### src/rtl/ram_rd_seq_if.sv
// Purpose : bundles the request, row-RAM read port and output stream of ram_rd_seq.
// Latency : none, wiring only.
// Backpressure: out_ready is driven by the consumer; the sequencer stalls reads against it.
// Ports:
//   start/fwd_inv/len  - row request (master -> slave)
//   mem_addr/mem_re    - row-RAM read strobe and address (slave -> master)
//   mem_dout           - row-RAM read data, one cycle after mem_re (master -> slave)
//   out_*              - sample stream with subband tag and end-of-row marker
//   busy/done          - row status
interface ram_rd_seq_if #(
  parameter int W  = 26,
  parameter int AW = 7
);
  logic          start;
  logic          fwd_inv;
  logic [AW-1:0] len;
  logic [AW-1:0] mem_addr;
  logic          mem_re;
  logic [W-1:0]  mem_dout;
  logic [W-1:0]  out_data;
  logic          out_valid;
  logic          out_ready;
  logic          out_sb;
  logic          out_last;
  logic          busy;
  logic          done;

  // Requester / RAM / consumer side.
  modport master (
    output start, fwd_inv, len, mem_dout, out_ready,
    input  mem_addr, mem_re, out_data, out_valid, out_sb, out_last, busy, done
  );

  // Sequencer side.
  modport slave (
    input  start, fwd_inv, len, mem_dout, out_ready,
    output mem_addr, mem_re, out_data, out_valid, out_sb, out_last, busy, done
  );
endinterface

### src/rtl/ram_rd_seq.sv
// Purpose : reads one row of a row-RAM in natural or deinterleaved (evens then odds) order.
// Latency : start edge k -> first read in cycle k..k+1 -> out_valid after edge k+2; 1 beat/cycle sustained.
// Backpressure: 2-entry output buffer; reads are issued only while buffer + in-flight read stays below 2.
// Ports:
//   clk, rst_n - clock, asynchronous active-low reset
//   bus        - ram_rd_seq_if.slave: request (start/fwd_inv/len), RAM read port
//                (mem_addr/mem_re/mem_dout), stream (out_data/out_valid/out_ready/
//                out_sb/out_last), status (busy/done)
module ram_rd_seq #(
  parameter int W  = 26,
  parameter int AW = 7
) (
  input  logic        clk,
  input  logic        rst_n,
  ram_rd_seq_if.slave bus
);

  // One extra bit so a full row (len=0 -> 2**AW) and the read count never wrap.
  localparam int CW = AW + 1;

  typedef enum logic [1:0] {
    S_IDLE  = 2'd0,
    S_RUN   = 2'd1,
    S_DRAIN = 2'd2
  } state_t;

  state_t        r_state;
  state_t        w_state_nxt;

  logic          r_inv;
  logic [CW-1:0] r_n;
  logic [CW-1:0] r_rd_cnt;

  // Tag of the read whose data arrives on mem_dout this cycle.
  logic          r_if_vld;
  logic          r_if_sb;
  logic          r_if_last;

  // Output buffer, slot 0 is the head presented on the stream.
  logic [W-1:0]  r_dat0;
  logic [W-1:0]  r_dat1;
  logic          r_sb0;
  logic          r_sb1;
  logic          r_last0;
  logic          r_last1;
  logic [1:0]    r_occ;
  logic          r_done;

  logic          w_start;
  logic          w_xfer;
  logic          w_pop_last;
  logic          w_room;
  logic          w_re;
  logic          w_last_rd;
  logic [CW-1:0] w_half;
  logic [CW-1:0] w_addr;
  logic [2:0]    w_pend;
  logic [1:0]    w_wr_pos;

  always_comb begin
    w_start    = (r_state == S_IDLE) && bus.start;
    w_xfer     = (r_occ != 2'd0) && bus.out_ready;
    w_pop_last = w_xfer && r_last0;

    // Deinterleaved: first ceil(N/2) reads walk the evens, the rest walk the odds.
    w_half = (r_n + CW'(1)) >> 1;
    if (!r_inv)
      w_addr = r_rd_cnt;
    else if (r_rd_cnt < w_half)
      w_addr = r_rd_cnt << 1;
    else
      w_addr = ((r_rd_cnt - w_half) << 1) | CW'(1);

    // Occupancy after this edge's pop, counting the read already in flight.
    w_pend    = 3'(r_occ) + 3'(r_if_vld) - 3'(w_xfer);
    w_room    = w_pend < 3'd2;
    w_re      = (r_state == S_RUN) && (r_rd_cnt < r_n) && w_room;
    w_last_rd = (r_rd_cnt == (r_n - CW'(1)));

    // Arriving data lands behind whatever survives this edge's pop.
    w_wr_pos  = r_occ - 2'(w_xfer);
  end

  always_comb begin
    w_state_nxt = r_state;
    case (r_state)
      S_IDLE:  if (bus.start)          w_state_nxt = S_RUN;
      S_RUN:   if (w_re && w_last_rd)  w_state_nxt = S_DRAIN;
      S_DRAIN: if (w_pop_last)         w_state_nxt = S_IDLE;
      default:                         w_state_nxt = S_IDLE;
    endcase
  end

  always_ff @(posedge clk or negedge rst_n) begin
    if (!rst_n) begin
      r_state   <= S_IDLE;
      r_inv     <= 1'b0;
      r_n       <= '0;
      r_rd_cnt  <= '0;
      r_if_vld  <= 1'b0;
      r_if_sb   <= 1'b0;
      r_if_last <= 1'b0;
      r_done    <= 1'b0;
    end else begin
      r_state   <= w_state_nxt;
      r_done    <= (r_state == S_DRAIN) && w_pop_last;
      r_if_vld  <= w_re;
      r_if_sb   <= w_addr[0];
      r_if_last <= w_last_rd;
      if (w_start) begin
        r_inv    <= bus.fwd_inv;
        r_n      <= (bus.len == '0) ? CW'(1 << AW) : CW'(bus.len);
        r_rd_cnt <= '0;
      end else if (w_re) begin
        r_rd_cnt <= r_rd_cnt + CW'(1);
      end
    end
  end

  always_ff @(posedge clk or negedge rst_n) begin
    if (!rst_n) begin
      r_dat0  <= '0;
      r_dat1  <= '0;
      r_sb0   <= 1'b0;
      r_sb1   <= 1'b0;
      r_last0 <= 1'b0;
      r_last1 <= 1'b0;
      r_occ   <= 2'd0;
    end else begin
      if (w_xfer) begin
        r_dat0  <= r_dat1;
        r_sb0   <= r_sb1;
        r_last0 <= r_last1;
      end
      // A write to slot 0 here overrides the shift above, which is the intent.
      if (r_if_vld) begin
        if (w_wr_pos == 2'd0) begin
          r_dat0  <= bus.mem_dout;
          r_sb0   <= r_if_sb;
          r_last0 <= r_if_last;
        end else begin
          r_dat1  <= bus.mem_dout;
          r_sb1   <= r_if_sb;
          r_last1 <= r_if_last;
        end
      end
      r_occ <= w_wr_pos + 2'(r_if_vld);
    end
  end

  assign bus.mem_re    = w_re;
  assign bus.mem_addr  = w_re ? AW'(w_addr) : '0;
  assign bus.out_valid = (r_occ != 2'd0);
  assign bus.out_data  = r_dat0;
  assign bus.out_sb    = r_sb0;
  assign bus.out_last  = r_last0;
  assign bus.busy      = (r_state != S_IDLE);
  assign bus.done      = r_done;

endmodule

### src/flat_wrapper.sv
// flat-port wrapper written by rule: the top's interface ports become plain ports
module ram_rd_seq_flat 
#(
  parameter int W  = 26,
  parameter int AW = 7
)
  (clk, rst_n, bus_start, bus_fwd_inv, bus_len, bus_mem_dout, bus_out_ready, bus_mem_addr, bus_mem_re, bus_out_data, bus_out_valid, bus_out_sb, bus_out_last, bus_busy, bus_done);
  ram_rd_seq_if #(.W(W), .AW(AW)) bus_i ();
  input  logic clk;
  input  logic rst_n;
  input wire logic [$bits(bus_i.start)-1:0] bus_start;
  input wire logic [$bits(bus_i.fwd_inv)-1:0] bus_fwd_inv;
  input wire logic [$bits(bus_i.len)-1:0] bus_len;
  input wire logic [$bits(bus_i.mem_dout)-1:0] bus_mem_dout;
  input wire logic [$bits(bus_i.out_ready)-1:0] bus_out_ready;
  output wire logic [$bits(bus_i.mem_addr)-1:0] bus_mem_addr;
  output wire logic [$bits(bus_i.mem_re)-1:0] bus_mem_re;
  output wire logic [$bits(bus_i.out_data)-1:0] bus_out_data;
  output wire logic [$bits(bus_i.out_valid)-1:0] bus_out_valid;
  output wire logic [$bits(bus_i.out_sb)-1:0] bus_out_sb;
  output wire logic [$bits(bus_i.out_last)-1:0] bus_out_last;
  output wire logic [$bits(bus_i.busy)-1:0] bus_busy;
  output wire logic [$bits(bus_i.done)-1:0] bus_done;
  assign bus_i.start = bus_start;
  assign bus_i.fwd_inv = bus_fwd_inv;
  assign bus_i.len = bus_len;
  assign bus_i.mem_dout = bus_mem_dout;
  assign bus_i.out_ready = bus_out_ready;
  assign bus_mem_addr = bus_i.mem_addr;
  assign bus_mem_re = bus_i.mem_re;
  assign bus_out_data = bus_i.out_data;
  assign bus_out_valid = bus_i.out_valid;
  assign bus_out_sb = bus_i.out_sb;
  assign bus_out_last = bus_i.out_last;
  assign bus_busy = bus_i.busy;
  assign bus_done = bus_i.done;
  ram_rd_seq #(.W(W), .AW(AW)) u_core (.clk(clk), .rst_n(rst_n), .bus(bus_i));
endmodule
### config.mk
export PLATFORM = sky130hd
export DESIGN_NAME = ram_rd_seq_flat
export DESIGN_NICKNAME = d
export VERILOG_FILES = /design/src/rtl/ram_rd_seq_if.sv /design/src/rtl/ram_rd_seq.sv /design/src/flat_wrapper.sv
export SDC_FILE = /design/constraint.sdc
export NUM_CORES = 1
export LEC_CHECK = 0
export ABC_AREA = 1
export CAP_MARGIN = 20
export CORE_MARGIN = 2
export CORE_UTILIZATION = 40
export CTS_BUF_LIST = sky130_fd_sc_hd__clkbuf_16
export DETAILED_ROUTE_END_ITERATION = 8
export GPL_TIMING_DRIVEN = 1
export MAX_ROUTING_LAYER = met4
export SYNTH_ARGS = -nofsm -noshare
export SYNTH_HDL_FRONTEND = slang
export SYNTH_SLANG_ARGS = --single-unit
### constraint.sdc
create_clock -name clk -period 3.6 [get_ports clk]
set_clock_uncertainty 0.05 [all_clocks]
set_input_delay 0.72 -clock clk [delete_from_list [all_inputs] [get_ports clk]]
set_output_delay 0.72 -clock clk [all_outputs]
set_load 0.03 [all_outputs]
# After elaboration in Yosys (flattened, before gate mapping)
# Index checks and enable logic that the tools add are counted.
dict set report totals {
  reg_bits 81
  in_bits 38
  out_inout_bits 39
  wordCells 67
}
dict set report op_classes {
  add_sub_neg 8
  order_cmp 3
  eq_ne 6
  mux 19
  bitwise_logic 1
  n_reduce_logical 15
}
# operator count
set op_table {}
lappend op_table {{26-bit two-way mux} 3}
lappend op_table {{8-bit two-way mux} 3}
lappend op_table {{7-bit two-way mux} 3}
lappend op_table {{8-bit by 1-bit adder with 8-bit output, second input constant} 2}
lappend op_table {{8-bit equality test} 1}
lappend op_table {{8-bit by 7-bit < comparator with 1-bit output} 1}
lappend op_table {{8-bit < comparator} 1}
lappend op_table {{8-bit by 1-bit subtractor with 8-bit output, second input constant} 1}
lappend op_table {{1-bit logical AND} 7}
lappend op_table {{7-bit logical NOT} 1}
lappend op_table {{1-bit two-way mux} 6}
lappend op_table {{2-bit two-way mux} 3}
lappend op_table {{2-bit one-hot mux with 3 select lines} 1}
lappend op_table {{2-bit nonzero test} 3}
lappend op_table {{6-bit subtractor} 1}
lappend op_table {{2-bit logical NOT} 2}
lappend op_table {{2-bit inequality test, second input constant} 2}
lappend op_table {{2-bit by 1-bit adder with 3-bit output} 1}
lappend op_table {{3-bit by 2-bit < comparator with 1-bit output, second input constant} 1}
lappend op_table {{3-bit AND reduction} 1}
lappend op_table {{3-bit by 1-bit subtractor with 3-bit output} 1}
lappend op_table {{2-bit by 1-bit adder with 2-bit output} 1}
lappend op_table {{2-bit by 1-bit equality test with 1-bit output, second input constant} 1}
lappend op_table {{2-bit equality test, second input constant} 1}
lappend op_table {{other kinds (4)} 4}

# Depth between registers and ports, before layout
# Gate-level depths: netlist of the first run.
dict set report depth {
  ltp_word 8
  ltp_mapped 17
}

# Worst setup path before layout of the first run
# OpenSTA, ideal clock, no wires.
dict set report synth_timing {
  path_type {reg-to-output}
  start {register u_core.r_occ[1]}
  end {output bus_mem_addr[4]}
  arrival_ns 2.979
  required_ns 2.830
  path_slack_ns -0.149
  stages_incl_launch_ff 18
  path_cell_list {dfrtp_1 > or2_2 > nand2_2 > inv_1 > buf_2 > nor2_1 > o21ai_0 > fa_1 > inv_1 > nor2_1 > inv_1 > nand3_1 > inv_1 > nand4_2 > inv_2 > buf_4 > o21ai_0 > a21oi_1}
}
dict set report synth_via {
  elab_chain_cells 6
}
# element line
set synth_rtl {}
lappend synth_rtl {{start: declaration} ram_rd_seq.sv:46} ;# logic [1:0] r_occ;
lappend synth_rtl {{start signal: assignment} ram_rd_seq.sv:147} ;# r_occ <= w_wr_pos + 2'(r_if_vld);
lappend synth_rtl {{2-bit nonzero test} n/a}
lappend synth_rtl {{via bus_out_valid} flat_wrapper.sv:19} ;# output wire logic [$bits(bus_i.out_valid)-1:0] bus_out_valid;
lappend synth_rtl {{1-bit logical AND} ram_rd_seq.sv:62} ;# w_xfer = (r_occ != 2'd0) && bus.out_ready;
lappend synth_rtl {{3-bit by 1-bit subtractor with 3-bit output} ram_rd_seq.sv:75} ;# w_pend = 3'(r_occ) + 3'(r_if_vld) - 3'(w_xfer);
lappend synth_rtl {{3-bit by 2-bit < comparator with 1-bit output} ram_rd_seq.sv:76} ;# w_room = w_pend < 3'd2;
lappend synth_rtl {{1-bit logical AND} ram_rd_seq.sv:77} ;# w_re = (r_state == S_RUN) && (r_rd_cnt < r_n) && w_room;
lappend synth_rtl {{via bus_mem_re} flat_wrapper.sv:17} ;# output wire logic [$bits(bus_i.mem_re)-1:0] bus_mem_re;
lappend synth_rtl {{7-bit two-way mux} ram_rd_seq.sv:152} ;# assign bus.mem_addr = w_re ? AW'(w_addr) : '0;
lappend synth_rtl {{end: declaration} flat_wrapper.sv:16} ;# output wire logic [$bits(bus_i.mem_addr)-1:0] bus_mem_addr;
# The timed path passes the listed nets, and every way through them passes these cells.

# Worst setup path after layout of the first run
dict set report layout_timing {
  start {input bus_out_ready}
  end {output bus_mem_addr[2]}
}
dict set report layout_via {
  elab_chain_cells 5
}
# element line
set layout_rtl {}
lappend layout_rtl {{start: declaration} flat_wrapper.sv:15} ;# input wire logic [$bits(bus_i.out_ready)-1:0] bus_out_ready;
lappend layout_rtl {{1-bit logical AND} ram_rd_seq.sv:62}
lappend layout_rtl {{3-bit by 1-bit subtractor with 3-bit output} ram_rd_seq.sv:75}
lappend layout_rtl {{3-bit by 2-bit < comparator with 1-bit output} ram_rd_seq.sv:76}
lappend layout_rtl {{1-bit logical AND} ram_rd_seq.sv:77}
lappend layout_rtl {{7-bit two-way mux} ram_rd_seq.sv:152}
# No other way between the ends.

==> results of run 1 <==
## through the flow
step | power [uW] | TNS (ps) | worst slack, ps | cells
floorplan | 3840 | -298 | -149 | 514
global placement | 4800 | -309 | -113 | 719
detailed placement | 4880 | -531 | -162 | 719
CTS | 5990 | 0 | 10.2 | 739
global route | 6540 | 0 | 13.4 | 745
finish | 6050 | 0 | 130 | 745
## cell usage in the layout (no fill, tap or decap), drive strengths merged, types with 20 or more instances in the layout
cell type / count
inv: 51
clkdlybuf4s50: 66
ha: 20
o21ai: 27
nor2: 58
a31oi: 28
nand2: 127
mux2: 28
buf: 28
dfrtp: 81
## sequential cells by signal, summed over array words and instances (netlist names)
| register | count |
|---|---|
| u_core.bus.out_data | 26 |
| u_core.r_dat1 | 26 |
| u_core.r_n | 8 |
| u_core.r_rd_cnt | 8 |
| u_core.r_occ | 2 |
| u_core.r_state | 2 |
| u_core.bus.done | 1 |
| u_core.bus.out_last | 1 |
| u_core.bus.out_sb | 1 |
| u_core.r_if_last | 1 |
| u_core.r_if_sb | 1 |
| u_core.r_if_vld | 1 |
| u_core.r_inv | 1 |
| u_core.r_last1 | 1 |
| u_core.r_sb1 | 1 |
## layer usage
metal,up-vias,global-route usage
li1,1859,-
met1,1806,0.257
met2,92,0.316
met3,16,0.0247
met4,0,0.0795
met5,-,-
## final timing paths
check / depth (start not counted) / slack, ps / end
min in group clk: 1 / 450 / u_core.r_dat1[10]
max in group asynchronous: 2 / 2690 / u_core.r_n[6]
worst min register to register: 1 / 450 / u_core.r_dat1[10]
worst min-delay path: 1 / 210 / u_core.bus.out_data[8]
worst max register to register: 14 / 1050 / u_core.r_state[0]
worst max-delay path: 13 / 130 / bus_mem_addr[2]
## kinds of logic after synthesis
logic type      share of synthesized area
flops                               0.448
mux                                0.0862
simple gates                        0.194
compound gates                      0.101
fa+ha+maj                          0.0641
xor+xnor                           0.0345
buf+inv                            0.0724
## power by group
| part | switching [uW] | internal (uW) |
|---|---|---|
| sequential | 302 | 1330 |
| clock | 405 | 550 |
| combinational | 1930 | 1540 |
| total | 2630 | 3420 |
## critical path, delay by kind of cell
family / cells / cell delay (ps)
compound gates: 3 / 290
simple gates: 4 / 380
buf+inv: 5 / 790
fa+ha+maj: 1 / 530
## final cells by class
class                   instances  area, sq um
clock buffers                   9          225
clock inverters                 7         83.8
fillers                      1018         5000
inverters                      48          183
multi-input cells             363         2270
flip-flops and latches         81         2030
well taps                     140          175
repair buffers                 96          957
repair inverters                1         5.00
## repair_timing
item | in CTS | in global routing
gates resized for setup | 12 | 19
cloned | 1 | 1
pin swaps | 0 | 7
setup endpoints to repair | 7 | 8
setup buffers | 3 | 4
==> results by group, run 1 <==
Cells and area
  – ANT cells: 0
  – Fin area: 5930 sq um
  – Share of cells above drive strength 1: 0.175
  – Post-layout nets: 660
  – Syn-to-layout area delta: 31.0%
  – Final Util: 0.542

Pwr
  – Power per cell area: 1020 nW/um^2
  – Max IR drop VDD: between 0.6 and 0.7 mV
  – Lkg Pwr: ~0.0028 uW

Detailed routing
  – Drt drc: 0
  – Avg WL per Cell: ~15 um
  – Met3 Wirelength: ~530 um
  – DRT met1 WL: between 5000 and 6000 um
  – Met2 wire len: ~5000 um
  – Final WL: 11000 um
  – Detail Route Antenna Nets: 0
  – Initial DRC count: ~330
  – Vias/cell: about 5
  – DRT Pass-1 Iters: 6
  – Top Metal Used: met4
  – Vias: about 3800

Die
  – Die Y: around 110 um
  – Ports: 77
  – FP Rows: 38
  – Die ar.: roughly 12000 sq um
  – Core ar.: 10900 sq um
  – Starting Density: 0.414
  – Die width: approximately 110 um

Synth
  – Biggest area consumer among synthesized cells: dfrtp_1
  – FFs w/ async S/R, synth: 1.00
  – Gate Count Post-Synth: 514
  – Main synth FF type: dfrtp_1
  – #FFs+latches synth: slightly above 80
  – Mean Syn Cell Area: between 8 and 9 sq um
  – Post-Syn Area: approximately 4500 sq um
  – Post-synth EDFFs: 0
  – Distinct cell type count of the synthesized netlist: 35
  – Post-synthesis sequential area ratio: 0.448
  – Cell with the most instances after synthesis: nand2_1
  – Syn_nets: 574
  – Top post-synthesis cells by count: nand2_1 (125), dfrtp_1 (81), nor2_1 (58)
  – Syn. warnings: 0
  – Synth top area cells: dfrtp_1 (45%), nand2_1 (10%), mux2_4 (6.6%), ha_1 (5.5%), nor2_1 (4.8%)
  – Synth top area share: 0.448

GRT
  – All-Layer GR Usage: 0.198
  – GRT overflow: 0
  – First-pass GRT wire length: between 15000 and 20000 um
  – Largest net degree at the start of global routing: 82
  – Initial antenna violation count: 0
  – Via count of the first global-routing pass: around 3700

Run
  – Max-cap violations: 0

STA
  – Slew @ Worst Pin: between 700 and 800 ps
  – Max frequency: between 200 and 300 MHz
  – Slew Limit Headroom: 0.500
  – Hold slack: 208 ps
  – Final setup viols: 0
  – Final Max Tran Viols: 0
  – Hold Violations, Final: 0
  – Min Tclk post-route: ~3500 ps
  – RSZ-0062 raised after global routing: no
  – Final period util: 0.964

Clocking
  – Clock buffer depth: 2
  – CTS tree: yes
  – Clock slew at reported path FFs: ~60 ps
  – H-tree Lvls: 3
  – Clock root cell: clkbuf_16
  – Sink Count: approximately 80
  – CTS buffer count: 9
  – Clk_lat worst skew: ~340 ps
  – Hold buffer count at CTS: 0

Worst setup path
  – Reg-to-reg startpoint: u_core.r_occ[1]
  – Crit path DAT: roughly 2700 ps
  – Worst Path Max Fanout: 5
  – Crit-path cells: dlygate4sd2_1, nand2_4, inv_1, nor2_1, o21ai_1, fa_2, nand3_1, inv_2, nand4_4, inv_4, o21ai_0, a21oi_1, bufbuf_16
  – Worst path slowest cell: fa_2
  – Critical path data required time: 2830 ps
  – CP Launch Type: input pin
  – Setup CP Type: input pin to output pin
  – Critical path launch point: bus_out_ready
  – CP peak stage delay: 530 ps
  – Endpoint type of the worst setup path: output pin

Status
  – Outcome: completed

Place
  – Hpwl dp: around 7600 um
  – RePlAce Congestion: around 0.85
  – Placed Area: about 5400 sq um
  – IO Port Bufs: 76

Worst hold path
  – Worst hold path class: input pin to asynchronous set/reset pin
(Power assumes the default switching activity.)
==> run 2: changes to the inputs <==
MAX_ROUTING_LAYER = not set   (was met4)
TNS_END_PERCENT = 20   (was not set)
==> run 2 against run 1 <==
Sequential power barely moved. Via count increased by 1.2%. Clock power decreased by 10%. Total power down 2.5%. Cell area fell by 1.2%. Die area is the same. Hold slack gained 1.7 ps. Critical path depth down 2. Critical path type is now flip-flop to output pin. Critical endpoint is now bus_mem_addr[6]. Largest power group unchanged.
==> results by group, run 2 (synthesis gave the netlist of run 1 again) <==
Status
  – Outcome: completed (unchanged)

Worst setup path
  – Reg-to-reg startpoint: u_core.r_occ[1] (unchanged)
  – R2R depth: 16 (was 14)
  – Crit path DAT: 2710 ps (was 2700 ps)
  – Endpoint type of the worst setup path: output pin (unchanged)
  – Setup CP Type: flip-flop to output pin (was input pin to output pin)
  – R2r endpoint: u_core.r_state[0] (unchanged)
  – CP Launch Type: flip-flop (was input pin)
  – R2r setup slk: 920 ps (was 1050 ps)
  – Worst Path Max Fanout: 11 (was 5)
  – Critical path launch point: u_core.r_n[0] (was bus_out_ready)
  – Critical path data required time: 2830 ps (about the same)

Detailed routing
  – Vias: 3817 (was 3773)
  – Avg WL per Cell: 14.6 um (was 14.8 um)
  – Drt drc: 0 (unchanged)
  – DRT Pass-1 Iters: 4 (was 6)
  – Detail Route Antenna Nets: 0 (unchanged)
  – Vias/cell: 5.10 (was 5.06)
  – Final WL: 10900 um (was 11000 um)
  – Initial DRC count: 236 (was 333)

Place
  – DP Worst Slack: -81.4 ps (was -162 ps)
  – Dpl cells: 722 (was 719)
  – RePlAce Congestion: 0.868 (was 0.853)
  – Placed Area: 5410 sq um (was 5430 sq um)
  – IO Port Bufs: 76 (unchanged)
  – Hpwl dp: 7570 um (was 7600 um)

GRT
  – Via count of the first global-routing pass: 3623 (was 3669)
  – First-pass GRT wire length: 17900 um (was 17800 um)
  – Initial antenna violation count: 0 (unchanged)
  – All-Layer GR Usage: 0.190 (was 0.198)
  – Largest net degree at the start of global routing: 82 (unchanged)
  – GRT overflow: 0 (unchanged)

Run
  – Max-cap violations: 0 (unchanged)

Clocking
  – CTS tree: yes (unchanged)
  – Clock root cell: clkbuf_16 (unchanged)
  – H-tree Lvls: 3 (unchanged)
  – Clock slew at reported path FFs: 60 ps (about the same)
  – CTS buffer count: 9 (unchanged)
  – Clk_lat worst skew: 330 ps (was 340 ps)
  – Sink Count: 81 (unchanged)
  – Clock buffer depth: 2 (unchanged)

STA
  – Final TNS setup: 0 ps (unchanged)
  – Final Max Tran Viols: 0 (unchanged)
  – Final period util: 0.967 (was 0.964)
  – Max frequency: 287 MHz (was 288 MHz)
  – Slew @ Worst Pin: 485 ps (was 749 ps)
  – Final setup viols: 0 (unchanged)
  – Slew Limit Headroom: 0.676 (was 0.500)
  – Min Tclk post-route: 3480 ps (was 3470 ps)
  – Hold Violations, Final: 0 (unchanged)
  – Final Worst Setup Slack: 120 ps (was 130 ps)

Cells and area
  – Syn-to-layout area delta: 29.3% (was 31.0%)
  – Commonest non-fill, non-tap cell in the layout: nand2_1 (unchanged)
  – FILL cells: 1034 (was 1018)
  – Most frequent cells in the layout: nand2_1 (123), dfrtp_1 (80), clkdlybuf4s50_1 (66) (was nand2_1 (122), dfrtp_1 (80), clkdlybuf4s50_1 (66))
  – ANT cells: 0 (unchanged)
  – Post-layout nets: 663 (was 660)
  – Fin cells: 748 (was 745)
  – Fin area: 5860 sq um (was 5930 sq um)
  – Share of cells above drive strength 1: 0.158 (was 0.175)

Pwr
  – Power per cell area: 1010 nW/um^2 (was 1020 nW/um^2)
  – Lkg Pwr: 0.00280 uW (was 0.00283 uW)
  – Max IR drop VDD: 0.441 mV (was 0.630 mV)

Die
  – Die Y: 110 um (unchanged)
  – Die ar.: 12200 sq um (unchanged)
  – Die width: 110 um (unchanged)
  – Ports: 77 (unchanged)
  – Starting Density: 0.414 (unchanged)
  – FP Rows: 38 (unchanged)
  – Core ar.: 10900 sq um (unchanged)

Worst hold path
  – Worst hold path class: input pin to asynchronous set/reset pin (unchanged)
run 2: cell types whose count changed in the layout (fill, tap and decap cells not counted), moves of 3 or more:
cell	delta
buf_4	+6
clkinvlp_4	+3
inv_1	+3
inv_2	-3
run 2: per-stage QoR:
stage	hold WS [ps]	total power, uW	utilization
detailed placement	443	4820	0.495
global route	222	6390	0.536
CTS	457	5870	0.527
finish	210	5900	0.536
global placement	437	4730	0.495
floorplan	374	3840	-
run 2: worst max-delay path by stage:
stage	cells after the start	end
2_1_floorplan	17	bus_mem_addr[4]
3_3_place_gp	15	bus_mem_addr[1]
3_5_place_dp	15	bus_mem_addr[2]
4_1_cts	11	bus_mem_addr[0]
5_1_grt	13	bus_mem_addr[2]
6_report	11	bus_mem_addr[6]
run 2: layout make-up:
type / instances / area, sq um / share of cell area
Clock buffer: 9 / 225 / 0.0385
Clock inverter: 7 / 52.6 / 0.00897
Inverter: 48 / 183 / 0.0312
Multi-Input combinational cell: 362 / 2240 / 0.382
Sequential cell: 81 / 2030 / 0.346
Tap cell: 140 / 175 / 0.0299
Timing Repair Buffer: 100 / 950 / 0.162
Timing Repair inverter: 1 / 7.51 / 0.00128
run 2: timing repair:
action / CTS / global route
pin swaps: 1 / 3
gates cloned: 1 / 0
buffers inserted: 4 / 4
gates resized for setup: 11 / 10
endpoints found under the setup margin: 7 / 8
hold buffers: 0 / 0
run 2: critical path, cell delays in order (launching register included):
cell and delay [ps]:
dfrtp_1 390, inv_1 110, ha_1 340, ha_1 220
fa_2 380, o21ai_2 180, nand2_1 110, nand2_4 120
inv_1 70, nor3_1 220, nor2_1 80, buf_4 170
run 2: where the power goes:
| part | internal, uW | switching (uW) | total, uW | leakage, uW |
|---|---|---|---|---|
| Combinational | 1500 | 1900 | 3400 | 0.00168 |
| Clock | 472 | 384 | 856 | 0.000127 |
| Sequential | 1330 | 307 | 1640 | 0.000994 |
run 2: routing by layer:
| metal | up-vias | part of all wire | global-route usage | wire [um] |
|---|---|---|---|---|
| li1 | 1866 | - | - | - |
| met4 | 0 | 0.0092 | 0.0438 | 100 |
| met5 | - | 0 | 0 | 0 |
| met3 | 10 | 0.054 | 0.0388 | 590 |
| met2 | 101 | 0.47 | 0.312 | 5150 |
| met1 | 1840 | 0.46 | 0.260 | 5040 |
==> run 3: changes to the inputs <==
SLEW_MARGIN = 10   (was not set)
TNS_END_PERCENT = not set   (was 20)
==> run 3 against run 2 <==
Core utilization grew 0.68 points. Register-to-register slack better by 130 ps. Cell area is 1.3% higher. Sequential share of layout area decreased by 0.43 points. Setup slack improved by 4.3 ps. Critical path depth rose by 2.
==> results by group, run 3 (synthesis gave the netlist of run 1 again) <==
Die
  – Ports: 77 (unchanged)
  – Die ar.: 12200 sq um (unchanged)
  – Die width: 110 um (unchanged)
  – Core ar.: 10900 sq um (unchanged)
  – FP Rows: 38 (unchanged)
  – Die Y: 110 um (unchanged)
  – Starting Density: 0.414 (unchanged)

Run
  – Max-cap violations: 0 (unchanged)

Worst setup path
  – Worst Path Max Fanout: 5 (was 11)
  – CP Launch Type: input pin (was flip-flop)
  – Critical path data required time: 2830 ps (about the same)
  – Crit path DAT: 2710 ps (about the same)
  – R2r setup slk: 1050 ps (was 920 ps)
  – Setup CP Type: input pin to output pin (was flip-flop to output pin)
  – Endpoint type of the worst setup path: output pin (unchanged)
  – Reg-to-reg startpoint: u_core.r_occ[1] (unchanged)
  – R2r endpoint: u_core.r_state[0] (unchanged)
  – R2R depth: 14 (was 16)

GRT
  – All-Layer GR Usage: 0.192 (was 0.190)
  – Met2 Use GR: 0.317 (was 0.312)
  – Global-route met1 utilization: 0.254 (was 0.260)
  – GRT overflow: 0 (unchanged)
  – First-pass GRT wire length: 17900 um (about the same)
  – Busiest grt layer: met2 (unchanged)
  – Via count of the first global-routing pass: 3678 (was 3623)
  – Initial antenna violation count: 0 (unchanged)
  – Largest net degree at the start of global routing: 82 (unchanged)
  – Met3 usage: 0.0341 (was 0.0388)

Cells and area
  – Share of cells above drive strength 1: 0.175 (was 0.158)
  – Most frequent cells in the layout: nand2_1 (122), dfrtp_1 (80), clkdlybuf4s50_1 (66) (was nand2_1 (123), dfrtp_1 (80), clkdlybuf4s50_1 (66))
  – FILL cells: 1018 (was 1034)
  – Post-layout nets: 660 (was 663)
  – Commonest non-fill, non-tap cell in the layout: nand2_1 (unchanged)
  – Multi-input gate area: 2270 sq um (was 2240 sq um)
  – Register area: 2030 sq um (unchanged)
  – ANT cells: 0 (unchanged)
  – Syn-to-layout area delta: 31.0% (was 29.3%)

Detailed routing
  – Drt drc: 0 (unchanged)
  – Final WL: 11100 um (was 10900 um)
  – Vias/cell: 5.10 (about the same)
  – Vias: 3799 (was 3817)
  – Detail Route Antenna Nets: 0 (unchanged)
  – Initial DRC count: 251 (was 236)
  – DRT Pass-1 Iters: 6 (was 4)
  – Avg WL per Cell: 14.9 um (was 14.6 um)

Place
  – RePlAce Congestion: 0.840 (was 0.868)
  – Hpwl dp: 7600 um (was 7570 um)
  – IO Port Bufs: 76 (unchanged)

STA
  – Slew Limit Headroom: 0.501 (was 0.676)
  – Final period util: 0.965 (was 0.967)
  – Final TNS setup: 0 ps (unchanged)
  – Slew @ Worst Pin: 746 ps (was 485 ps)
  – RSZ-0062 raised after global routing: no
  – Final setup viols: 0 (unchanged)
  – Max frequency: 288 MHz (was 287 MHz)
  – Hold Violations, Final: 0 (unchanged)
  – Hold slack: 254 ps (was 210 ps)
  – Min Tclk post-route: 3480 ps (about the same)
  – Final Max Tran Viols: 0 (unchanged)

Clocking
  – Clk_lat worst skew: 350 ps (was 330 ps)
  – CTS buffer count: 9 (unchanged)
  – Clock slew at reported path FFs: 60 ps (about the same)
  – Sink Count: 81 (unchanged)
  – H-tree Lvls: 3 (unchanged)
  – Clock buffer depth: 2 (unchanged)
  – CTS tree: yes (unchanged)
  – Clock root cell: clkbuf_16 (unchanged)

Pwr
  – Max IR drop VDD: 0.628 mV (was 0.441 mV)
  – Lkg Pwr: 0.00283 uW (was 0.00280 uW)
  – Power per cell area: 1020 nW/um^2 (was 1010 nW/um^2)

Status
  – Outcome: completed (unchanged)

Worst hold path
  – Worst hold path class: input pin to asynchronous set/reset pin (unchanged)
==> run 3: report_power, final <==
group          leakage, uW  switching [uW]  internal, uW
Sequential        0.000994             304          1330
Clock             0.000149             407           550
Combinational      0.00169            1930          1540
Total              0.00283            2640          3420
==> run 3: critical path, stage by stage <==
cell           delay (ps)
dlygate4sd2_1         270
nand2_4                90
inv_1                  50
nor2_1                 80
o21ai_1                80
fa_2                  530
nand3_1               100
inv_2                  80
nand4_4               110
inv_4                 110
o21ai_0                70
a21oi_1               140
bufbuf_16             280
==> run 3: worst max path at each step <==
stage,slack [ps],depth (start not counted),startpoint,endpoint
after floorplan,-150,17,u_core.r_occ[1],bus_mem_addr[4]
after global placement,-110,15,bus_out_ready,bus_mem_addr[1]
after detailed placement,-160,15,bus_out_ready,bus_mem_addr[1]
after CTS,10,11,u_core.r_n[0],bus_mem_addr[0]
after global routing,10,13,u_core.r_occ[1],bus_mem_addr[2]
final,120,13,bus_out_ready,bus_mem_addr[2]
==> run 3: per-stage QoR <==
stage,total power [uW],area [sq um],instances,utilization,setup WS (ps)
floorplan,3840,4530,514,-,-149
global placement,4800,5430,719,0.496,-113
detailed placement,4880,5430,719,0.496,-162
CTS,5990,5810,739,0.531,10.2
global route,6540,5930,745,0.542,9.65
finish,6060,5930,745,0.542,125
==> run 3: routing by layer <==
metal | wire length [um] | vias to the layer above
li1 | - | 1859
met1 | 5120 | 1816
met2 | 5200 | 111
met3 | 579 | 13
met4 | 167 | 0
met5 | 0 | -
==> run 3: timing repair <==
item                                    CTS  global route
gates cloned                              1             1
pin swaps                                 0             8
resized for setup                        12            19
hold buffers                              0             0
endpoints found under the setup margin    7             8
setup buffers                             3             4
==> run 3: layout make-up <==
| type | instances | area share |
|---|---|---|
| Multi-Input combinational cell | 363 | 0.383 |
| Sequential cell | 81 | 0.342 |
| Timing Repair Buffer | 96 | 0.161 |
| Clock buffer | 9 | 0.0380 |
| Inverter | 48 | 0.0308 |
| Tap cell | 140 | 0.0295 |
| Clock inverter | 7 | 0.0141 |
| Timing Repair inverter | 1 | 0.000844 |
